==> config.mk <==
export PLATFORM = sky130hd
export DESIGN_NAME = cnn_window_gen
export DESIGN_NICKNAME = d
export VERILOG_FILES = /design/src/rtl/cnn_pkg.sv /design/src/rtl/cnn_line_buffer.sv /design/src/rtl/cnn_window_gen.sv
export SDC_FILE = /design/constraint.sdc
export NUM_CORES = 1
export LEC_CHECK = 0
export CORE_MARGIN = 2
export CORE_UTILIZATION = 40
export DETAILED_ROUTE_END_ITERATION = 6
export SYNTH_ARGS = -nofsm -noshare
export SYNTH_HDL_FRONTEND = slang
export SYNTH_SLANG_ARGS = --single-unit
==> constraint.sdc <==
create_clock -name clk -period 4.4 [get_ports clk]
set_input_delay 0.44 -clock clk [delete_from_list [all_inputs] [get_ports clk]]
set_output_delay 0.44 -clock clk [all_outputs]
set_load 0.03 [all_outputs]
==> src/rtl/cnn_pkg.sv <==
// Shared definitions for the sliding-window generator: default geometry,
// derived sizes and the window element index helper.
package cnn_pkg;

    localparam int DEF_IMG_W  = 28;
    localparam int DEF_IMG_H  = 28;
    localparam int DEF_KX     = 5;
    localparam int DEF_KY     = 5;
    localparam int DEF_I_F_BW = 8;

    localparam int WIN_PER_FRAME = (DEF_IMG_W - DEF_KX + 1) * (DEF_IMG_H - DEF_KY + 1);
    localparam int COL_W         = $clog2(DEF_IMG_W);
    localparam int ROW_W         = $clog2(DEF_IMG_H);

    // Flattened position of window element (row k, column j); row 0 is the oldest line.
    function automatic int idx(input int k, input int j, input int kx = DEF_KX);
        return k * kx + j;
    endfunction

endpackage

==> src/rtl/cnn_line_buffer.sv <==
// One image line of storage. The read is combinational on the current column,
// so the old value is seen in the same cycle the new pixel overwrites it.
module cnn_line_buffer #(
    parameter int DEPTH  = 28,
    parameter int WIDTH  = 8,
    parameter int ADDR_W = 5
) (
    input  logic              clk,
    input  logic              en,
    input  logic [ADDR_W-1:0] addr,
    input  logic [WIDTH-1:0]  wr_data,
    output logic [WIDTH-1:0]  rd_data
);

    logic [WIDTH-1:0] mem [DEPTH];

    assign rd_data = mem[addr];

    // Store the incoming value at the current column; contents are never cleared.
    always_ff @(posedge clk) begin
        if (en) begin
            mem[addr] <= wr_data;
        end
    end

endmodule

==> src/rtl/cnn_window_gen.sv <==
// Turns a raster pixel stream into KX x KY stride-1 windows. KY-1 chained line
// buffers supply the older rows of each new right-hand column; a window is
// emitted once enough rows and columns of the current frame have arrived.
module cnn_window_gen
    import cnn_pkg::*;
#(
    parameter int IMG_W  = DEF_IMG_W,
    parameter int IMG_H  = DEF_IMG_H,
    parameter int KX     = DEF_KX,
    parameter int KY     = DEF_KY,
    parameter int I_F_BW = DEF_I_F_BW
) (
    input  logic                     clk,
    input  logic                     reset,
    input  logic                     i_in_valid,
    input  logic [I_F_BW-1:0]        i_in_pixel,
    output logic                     o_ot_valid,
    output logic [KX*KY*I_F_BW-1:0]  o_ot_fmap,
    output logic                     o_ot_frame_done
);

    localparam int CW = (IMG_W > 1) ? $clog2(IMG_W) : 1;
    localparam int RW = (IMG_H > 1) ? $clog2(IMG_H) : 1;

    localparam logic [CW-1:0] COL_LAST      = CW'(IMG_W - 1);
    localparam logic [RW-1:0] ROW_LAST      = RW'(IMG_H - 1);
    localparam logic [CW-1:0] COL_FIRST_WIN = CW'(KX - 1);
    localparam logic [RW-1:0] ROW_FIRST_WIN = RW'(KY - 1);

    logic [CW-1:0]             col_cnt;
    logic [RW-1:0]             row_cnt;
    logic [I_F_BW-1:0]         win     [KY][KX];
    logic [I_F_BW-1:0]         win_nxt [KY][KX];
    logic [I_F_BW-1:0]         lb_rd   [KY-1];
    logic [I_F_BW-1:0]         lb_wr   [KY-1];
    logic [KX*KY*I_F_BW-1:0]   fmap_nxt;
    logic                      accept;
    logic                      col_wrap;
    logic                      last_px;
    logic                      emit;

    // Reset wins over a simultaneous pixel, so that pixel must not touch the lines either.
    assign accept   = i_in_valid & ~reset;
    assign col_wrap = (col_cnt == COL_LAST);
    assign last_px  = col_wrap && (row_cnt == ROW_LAST);
    assign emit     = (row_cnt >= ROW_FIRST_WIN) && (col_cnt >= COL_FIRST_WIN);

    // Buffer 0 holds the previous row; each further buffer is one row older.
    generate
        for (genvar i = 0; i < KY - 1; i++) begin : g_line
            if (i == 0) begin : g_head
                assign lb_wr[i] = i_in_pixel;
            end else begin : g_tail
                assign lb_wr[i] = lb_rd[i-1];
            end
            cnn_line_buffer #(
                .DEPTH  (IMG_W),
                .WIDTH  (I_F_BW),
                .ADDR_W (CW)
            ) u_line (
                .clk     (clk),
                .en      (accept),
                .addr    (col_cnt),
                .wr_data (lb_wr[i]),
                .rd_data (lb_rd[i])
            );
        end
    endgenerate

    // Next window: shift every row left, oldest row on top takes the oldest buffer.
    always_comb begin
        win_nxt = win;
        for (int k = 0; k < KY; k++) begin
            for (int j = 0; j < KX - 1; j++) begin
                win_nxt[k][j] = win[k][j+1];
            end
        end
        for (int k = 0; k < KY - 1; k++) begin
            win_nxt[k][KX-1] = lb_rd[KY-2-k];
        end
        win_nxt[KY-1][KX-1] = i_in_pixel;
    end

    // Flatten the next window in the consumer's element order.
    always_comb begin
        fmap_nxt = '0;
        for (int k = 0; k < KY; k++) begin
            for (int j = 0; j < KX; j++) begin
                fmap_nxt[idx(k, j, KX)*I_F_BW +: I_F_BW] = win_nxt[k][j];
            end
        end
    end

    // Position counters, window registers and the registered output strobe/data.
    always_ff @(posedge clk) begin
        if (reset) begin
            col_cnt         <= '0;
            row_cnt         <= '0;
            o_ot_valid      <= 1'b0;
            o_ot_frame_done <= 1'b0;
            o_ot_fmap       <= '0;
            for (int k = 0; k < KY; k++) begin
                for (int j = 0; j < KX; j++) begin
                    win[k][j] <= '0;
                end
            end
        end else begin
            o_ot_valid      <= i_in_valid && emit;
            o_ot_frame_done <= i_in_valid && emit && last_px;
            if (i_in_valid) begin
                win <= win_nxt;
                if (emit) begin
                    o_ot_fmap <= fmap_nxt;
                end
                if (col_wrap) begin
                    col_cnt <= '0;
                    row_cnt <= (row_cnt == ROW_LAST) ? '0 : row_cnt + 1'b1;
                end else begin
                    col_cnt <= col_cnt + 1'b1;
                end
            end
        end
    end

endmodule

# After elaboration in Yosys (flattened, before gate mapping)
# Memories as Yosys holds them, arrays and structs flattened. A register that Yosys moved wholly into a read port is not among the register bits.
# Cells that the tools add are included.
[word_totals]
ff_bits = 372
ram_bits = 896
input_bits = 11
out_inout_bits = 202
wordCells = 55
n_memories = 4
[op_classes]
add_sub_neg = 2
magnitude_cmp = 2
n_eq_ne = 2
muxes = 12
bitwise = 2
n_reduce_logical = 6
[mem_list]
columns = ["name", "depth", "word_bits", "rd", "rd_clocked_by_memory_dff", "write_ports", "line_no", "source"]
rows = [
  ["g_line[0].u_line.mem", 28, 8, 1, 1, 1, "cnn_line_buffer.sv:15", "logic [WIDTH-1:0] mem [DEPTH];"],
  ["g_line[1].u_line.mem", 28, 8, 1, 1, 1, "cnn_line_buffer.sv:15", ""],
  ["g_line[2].u_line.mem", 28, 8, 1, 1, 1, "cnn_line_buffer.sv:15", ""],
  ["g_line[3].u_line.mem", 28, 8, 1, 1, 1, "cnn_line_buffer.sv:15", ""],
]
[op_table]
columns = ["op", "n"]
rows = [
  ["5-bit two-way mux", 10],
  ["5-bit by 1-bit adder with 5-bit output (second input constant)", 2],
  ["5-bit equality test (second input constant)", 2],
  ["5-bit by 3-bit greater-or-equal comparator with 1-bit output (second input constant)", 2],
  ["1-bit logical AND", 4],
  ["2-bit AND reduction", 2],
  ["1-bit two-way mux", 2],
  ["1-bit AND", 1],
  ["1-bit NOT", 1],
]

# Depth between registers and ports, before layout
# Gate-level depths: netlist of the first run.
[depth]
word_depth = 4
mapped_depth = 9
depth_no_buf = 6

# By module
# Synthesis of the first run repeated with hierarchy kept, for this count alone.
[hier_totals]
hier_cells = 3269
hier_area_um2 = 50756.2
[modules_own_cells]
columns = ["mod", "instances", "cells_per_inst", "area_per_inst_um2", "seq_area_each_um2"]
rows = [
  ["cnn_line_buffer", 4, 454, 8799.7, 6726.5],
  ["cnn_window_gen", 1, 1453, 15557.4, 7447.1],
]

# Worst setup path before layout of the first run
# No wires, ideal clock.
[synth_path]
path_type = "input to register"
startpoint = "in i_in_valid"
endpoint = "mem g_line[0].u_line.mem[26][0], enable pin"
t_arrival_ps = 2746
path_slack_ps = 1233
stages = 5
path_cell_list = "clkbuf_1 nor2b_1 clkbuf_1 nand2_1 nor2_1"
[synth_via]
elab_chain_len = 3
[synth_lines]
columns = ["element", "line_no", "source"]
rows = [
  ["start, declared", "cnn_window_gen.sv:15", "input logic i_in_valid,"],
  ["1-bit AND", "cnn_window_gen.sv:43", "assign accept = i_in_valid & ~reset;"],
  ["1-bit two-way mux", "cnn_line_buffer.sv:21", "if (en) begin"],
  ["1-bit two-way mux (implied by the code)", "cnn_line_buffer.sv:22", "mem[addr] <= wr_data;"],
  ["end, declared", "cnn_line_buffer.sv:15", ""],
]
# Every way passes these cells.

==> results of run 1 <==
through the flow:
| stage | area, µm² | worst slack, ps | total power (µW) | cells | util (%) |
|---|---|---|---|---|---|
| 2_1_floorplan | 48300 | 1230 | 14500 | 3344 | - |
| 3_3_place_gp | 52600 | 1270 | 15100 | 5054 | 43.9 |
| 3_5_place_dp | 52600 | 1180 | 15100 | 5054 | 43.9 |
| 4_1_cts | 56900 | 1160 | 26100 | 5288 | 47.5 |
| 5_1_grt | 56900 | 1010 | 26700 | 5288 | 47.5 |
| 6_report | 56900 | 1240 | 25900 | 5288 | 47.5 |
cell type report:
| type | count | area share (%) |
|---|---|---|
| Clock buffer | 171 | 6.33 |
| Clock inverter | 61 | 1.22 |
| Inverter | 16 | 0.106 |
| Multi-Input combinational cell | 1835 | 22.7 |
| Sequential cell | 1273 | 60.5 |
| Tap cell | 1612 | 3.54 |
| Timing Repair Buffer | 320 | 5.55 |
worst max path at each step:
stage                    start                               endpoint  slack, ps  cells after the start
floorplan           i_in_valid  g_line[0].u_line.mem[26][0]$_DFFE_PP_       1230                      5
global placement     flip-flop  g_line[2].u_line.mem[10][1]$_DFFE_PP_       1270                      8
detailed placement   flip-flop  g_line[2].u_line.mem[12][7]$_DFFE_PP_       1180                      8
CTS                  flip-flop   g_line[2].u_line.mem[4][7]$_DFFE_PP_       1160                      8
global route         flip-flop   g_line[2].u_line.mem[1][7]$_DFFE_PP_       1010                      8
finish               flip-flop   g_line[2].u_line.mem[5][7]$_DFFE_PP_       1240                      8
flip-flops by register name (all words and copies together), names as in the netlist, named ones only:
register / flops
col_cnt: 5
fmap_nxt: 160
g_line.u_line.mem: 896
o_ot_fmap: 200
o_ot_frame_done: 1
row_cnt: 5
o_ot_valid: 1
critical path, delay by kind of cell (launching register included):
kind	cells	cell delay [ps]
buffers and inverters	4	1550
and+or+nand+nor	1	100
AOI/OAI and AO/OA	3	550
DFF	1	600
power by group:
part	switching (µW)	internal, µW
clock	4570	6500
combinational	1090	517
sequential	93.1	13100
placed cells by master, fill, tap and decap left out, drive strengths merged:
cell,instances
a211oi,31
a21o,34
a21oi,268
a22oi,145
a311oi,17
a31oi,1
and2,2
and3,2
buf,108
bufinv,12
clkbuf,171
clkdlybuf4s50,210
clkinv,39
clkinvlp,4
dfxtp,377
dlygate4sd3,2
edfxtp,896
ha,6
inv,22
mux2,30
mux2i,550
nand2,392
nand2b,3
nand3,52
nand3b,2
nand4,1
nand4b,1
nor2,198
nor2b,7
nor3,3
nor3b,35
o211a,15
o221ai,15
o22a,17
or2,2
or3,2
or3b,2
xnor2,1
xor2,1
cell families after synthesis:
logic type,Yosys count,share of synthesized area [%]
flops,1273,71.3
xor+xnor,2,0.0363
compound gates,543,7.60
mux,580,12.1
buf+inv,236,2.74
simple gates,704,6.05
fa+ha+maj,6,0.155
metal layers:
layer  share of wire, %  routed length, µm  vias to the layer above
li1                   -                  -                    12900
met1                 43              55300                    14400
met2                 48              61600                      861
met3                6.5               8350                      177
met4                2.0               2550                        6
met5              0.029                 37                        -
timing repair:
| item | CTS | global route |
|---|---|---|
| endpoints found under the setup margin | 0 | 0 |
| hold endpoints to repair | 2 | 0 |
| hold buffers | 2 | 0 |
==> run metrics, run 1 <==
initial antenna violation count=7; Max Clk Rate=between 300 and 400 MHz; final WL=around 130 mm; global-route usage over all layers=about a fifth; htree depth=4; routability cong.=approximately 0.8; Leakage=between 0.015 and 0.02 µW; CP Capture Type=flip-flop; WS Path Type=reg -> reg; critical-path cell list=buf_12 > nor2b_2 > buf_4 > buf_4 > a22oi_1 > a21oi_1 > o211a_1 > inv_1; hold path endpoint=o_ot_fmap[163]$_SDFFE_PP0P_; final hold vios=0; GR Layer Usage met2=between 30% and 40%; clock slew at reported path FFs=~60 ps; Initial Util=between 40% and 50%; RSZ-0062 raised after global routing=false; Vias per Instance=about 5.3; slowest CP cell=inv_1; Layout Nets=~3,600; antenna viol nets, final=0; Worst VDD drop=about 0.00033 V; final setup fails=0; first-pass GRT wire length=187 mm; post-synthesis sequential area ratio=between 70% and 80%; R2R cell count=8; grt ovf=0; Sink Count=1,273; Syn Std Cell Area=slightly below 50,000 µm²; hold slack=450 ps; DR iter-0 viols=between 2,000 and 3,000; PortBufs=between 200 and 250; Seq. cell area=about 34,000 µm²; P&R area growth vs syn=17.8%; Yosys reg bits=approximately 1,300; startpoint types=flip-flop; Most Used Layer, Global Route=met2; IO Pins=approximately 210; Multi-input gate area=around 13,000 µm²; min cycle time layout=roughly 3200 ps; period utilization=between 70% and 80%; total CTS buffers=between 100 and 150; min-delay src=fmap_nxt[163]$_SDFFE_PP0P_; R2R Path End=g_line[2].u_line.mem[5][7]$_DFFE_PP_; die area=around 120,000 µm²; Max-cap violations=0; yosys synthesis warning count=0; postcts setup bufs=0; relative slew slack=approximately 16%; Worst-Margin Slew=1260 ps; worst reg2reg setup slack=1240 ps; CP arrival=3570 ps; Core Rows=approximately 130; Die W=between 300 and 400 µm; Vias=between 20,000 and 30,000; Synth area leader=edfxtp_1; hold depth=2; die height=between 300 and 400 µm; status=finished clean; Max FO, Critical Path=96; post-detailed-route wirelength per cell=approximately 24 µm; area of the core=~120,000 µm²; met3 usage=around 4.3%; top_reg_cell synth=edfxtp_1; Slew Viols, Final=0; EDFF count, synth=roughly 900; CTS max path bufs=3; CTS tree=built; DPL Wire Length=74.9 mm; CP required=around 4800 ps; Hold WC Path Type=reg -> reg; vias in the first global route=~27,000; share of cells above drive strength 1=between 10% and 20%; skew final=25.8 ps; Clk Latency, worst-skew pair=about 730 ps; count leader, synth=edfxtp_1; Setup TNS=0 ps; Mapped Cells=~3,300; Synth async-reset ratio=0%; cell occurring most often along the worst timing path=buf_4; syn_nets=~3,400; power density over the cells=between 400 and 500 nW/µm²; CP max stage delay=650 ps; synth top area cells=edfxtp_1 (56%), dfxtp_1 (16%), mux2i_1 (11%), nand2_1 (3.0%), a21oi_1 (2.8%); fillers=between 10,000 and 15,000; Distinct cells, synth=43; Detailed Routing Iterations Pass 1=6; largest net degree at the start of global routing=186; top-area cell type share of the netlist area=~56%; n_diodes=0; clock root buffer=clkbuf_16; top post-synthesis cells by count=edfxtp_1 (896), mux2i_1 (550), nand2_1 (392), dfxtp_1 (377), a21oi_1 (268); met1 Use GR=28.1%; Syn Area/Cell=about 14 µm²; DR DRC count=0; post-CTS sizing=0
No activity file was read; power rests on OpenSTA's default activity.
==> run 2, diff against run 1 <==
Clock period 4.4 ns to 2.8 ns, I/O delays scaled along.
==> run metrics, run 2 (synthesized netlist as in run 1, its figures left out) <==
Clk network pwr share=a little over two fifths; total CTS buffers=131; CTS tree=built; DR iter-0 viols=around 2,600; Multi-input gate area=~13,000 µm²; Max Clk Rate=a little under 400 MHz; startpoint types=flip-flop; period utilization=slightly above 90%; R2R Path End=g_line[3].u_line.mem[10][5]$_DFFE_PP_; grt ovf=0; max FFs per register=896; combinational power share=around 6.7%; Final Non-Filler Cells=about 5,300; most common cell after layout, fill and taps aside=edfxtp_1; final setup fails=0; Detailed Routing Iterations Pass 1=7; share of cells above drive strength 1=between 10 and 15%; Worst VDD drop=between 0.0005 and 0.0006 V; final WL=about 130 mm; Placed Cells incl. Taps=5,111; htree depth=4; clock slew at reported path FFs=60 ps; Slew Viols, Final=0; Clk Latency, worst-skew pair=approximately 740 ps; Biggest register=g_line.u_line.mem; vias in the first global route=between 20,000 and 30,000; Die W=about 350 µm; Pint=31,300 µW; Layout Nets=about 3,600; final hold vios=0; part of the power in registers=51.6%; DPL Wire Length=around 74 mm; Max-cap violations=0; global-route usage over all layers=about a fifth; post-detailed-route wirelength per cell=roughly 24 µm; fillers=between 10,000 and 15,000; IO Pins=roughly 210; RSZ-0062 raised after global routing=false; fin worst setup slack=about 240 ps; CP Capture Type=flip-flop; skew final=35.2 ps; DR DRC count=0; R2R cell count=7; PortBufs=between 200 and 250; total power=~40,000 µW; Vias=28,700; clock root buffer=clkbuf_16; Worst-Margin Slew=about 900 ps; CTS max path bufs=3; largest net degree at the start of global routing=about 180; Sw Share=between 20% and 30%; WS Path Type=reg -> reg; min cycle time layout=between 2000 and 3000 ps; status=finished clean; power density over the cells=697 nW/µm²; Place WS=~290 ps; Core Rows=between 100 and 150; routability cong.=roughly 0.77; CP arrival=between 3000 and 4000 ps; Leakage=between 0.015 and 0.02 µW; antenna viol nets, final=0; Max FO, Critical Path=39; min-delay src=reset; relative slew slack=roughly two fifths; die height=approximately 350 µm; Sink Count=about 1,300; Hold WC Path Type=in -> reg; area of the core=about 120,000 µm²; initial antenna violation count=3; most frequent cells in the layout=edfxtp_1 (896), mux2i_1 (550), nand2_1 (392); worst reg2reg setup slack=240 ps; Seq. cell area=34,500 µm²; Psw=9020 µW; P&R area growth vs syn=19.7%; Vias per Instance=roughly 5.4; first-pass GRT wire length=between 150 and 200 mm; die area=about 120,000 µm²; Final Util=between 40% and 50%; CTS Hold Bufs=0; hold path endpoint=o_ot_frame_done$_SDFF_PP0_; post-CTS sizing=0; hold depth=4; Initial Util=40.3%; CP required=3300 ps; postcts setup bufs=0; Setup TNS=0 ps
run 2: cell count changes in the layout (fill, tap and decap cells not counted), moves of 2 or more:
cell and change:
clkbuf_16 +2, dlygate4sd3_1 -2, clkinvlp_4 -3, buf_12 +51, clkbuf_8 -2, buf_4 +6, bufinv_16 -7, clkbuf_1 +7
clkinv_2 +5
run 2: worst max-delay path by stage:
stage / start / to
floorplan: i_in_valid / g_line[0].u_line.mem[26][0]$_DFFE_PP_
global route: flip-flop / g_line[2].u_line.mem[25][2]$_DFFE_PP_
detailed placement: flip-flop / g_line[3].u_line.mem[26][5]$_DFFE_PP_
CTS: flip-flop / g_line[3].u_line.mem[16][5]$_DFFE_PP_
global placement: flip-flop / g_line[1].u_line.mem[11][3]$_DFFE_PP_
finish: flip-flop / g_line[3].u_line.mem[10][5]$_DFFE_PP_
run 2: power groups by stage:
stage               clock network (µW)  registers (µW)  logic, µW
detailed placement                   0           21200       2690
global placement                     0           21200       2660
finish                           16800           20800       2690
floorplan                            0           21100       1710
global route                     17800           20800       2880
CTS                              17100           20800       2700
run 2: cell type report:
type                    count  area share, %
clock inverters            57          0.842
clock buffers             179           6.33
diodes                      1        0.00433
flip-flops and latches   1273           59.6
well taps                1612           3.49
multi-input cells        1835           22.4
repair buffers            375           7.28
inverters                  16          0.104
run 2: per-layer routing:
metal  GRT usage (%)  routed length, µm
met1            28.2              56200
met4            5.57               2970
met3            4.66               8960
met5               0                  7
met2            33.7              61400
run 2: through the flow:
| stage | instance area (µm²) | hold WS (ps) |
|---|---|---|
| after global placement | 53700 | 438 |
| after global routing | 57800 | 99.1 |
| final | 57800 | 101 |
| after detailed placement | 53700 | 447 |
| after floorplan | 48300 | 379 |
| after CTS | 57800 | 67.4 |
run 2: critical path, cell delays in order (launching register included):
cell,delay [ps]
dfxtp_4,450
buf_12,280
buf_12,320
mux2i_1,120
a22oi_1,260
a21oi_1,150
a311oi_4,270
buf_4,350
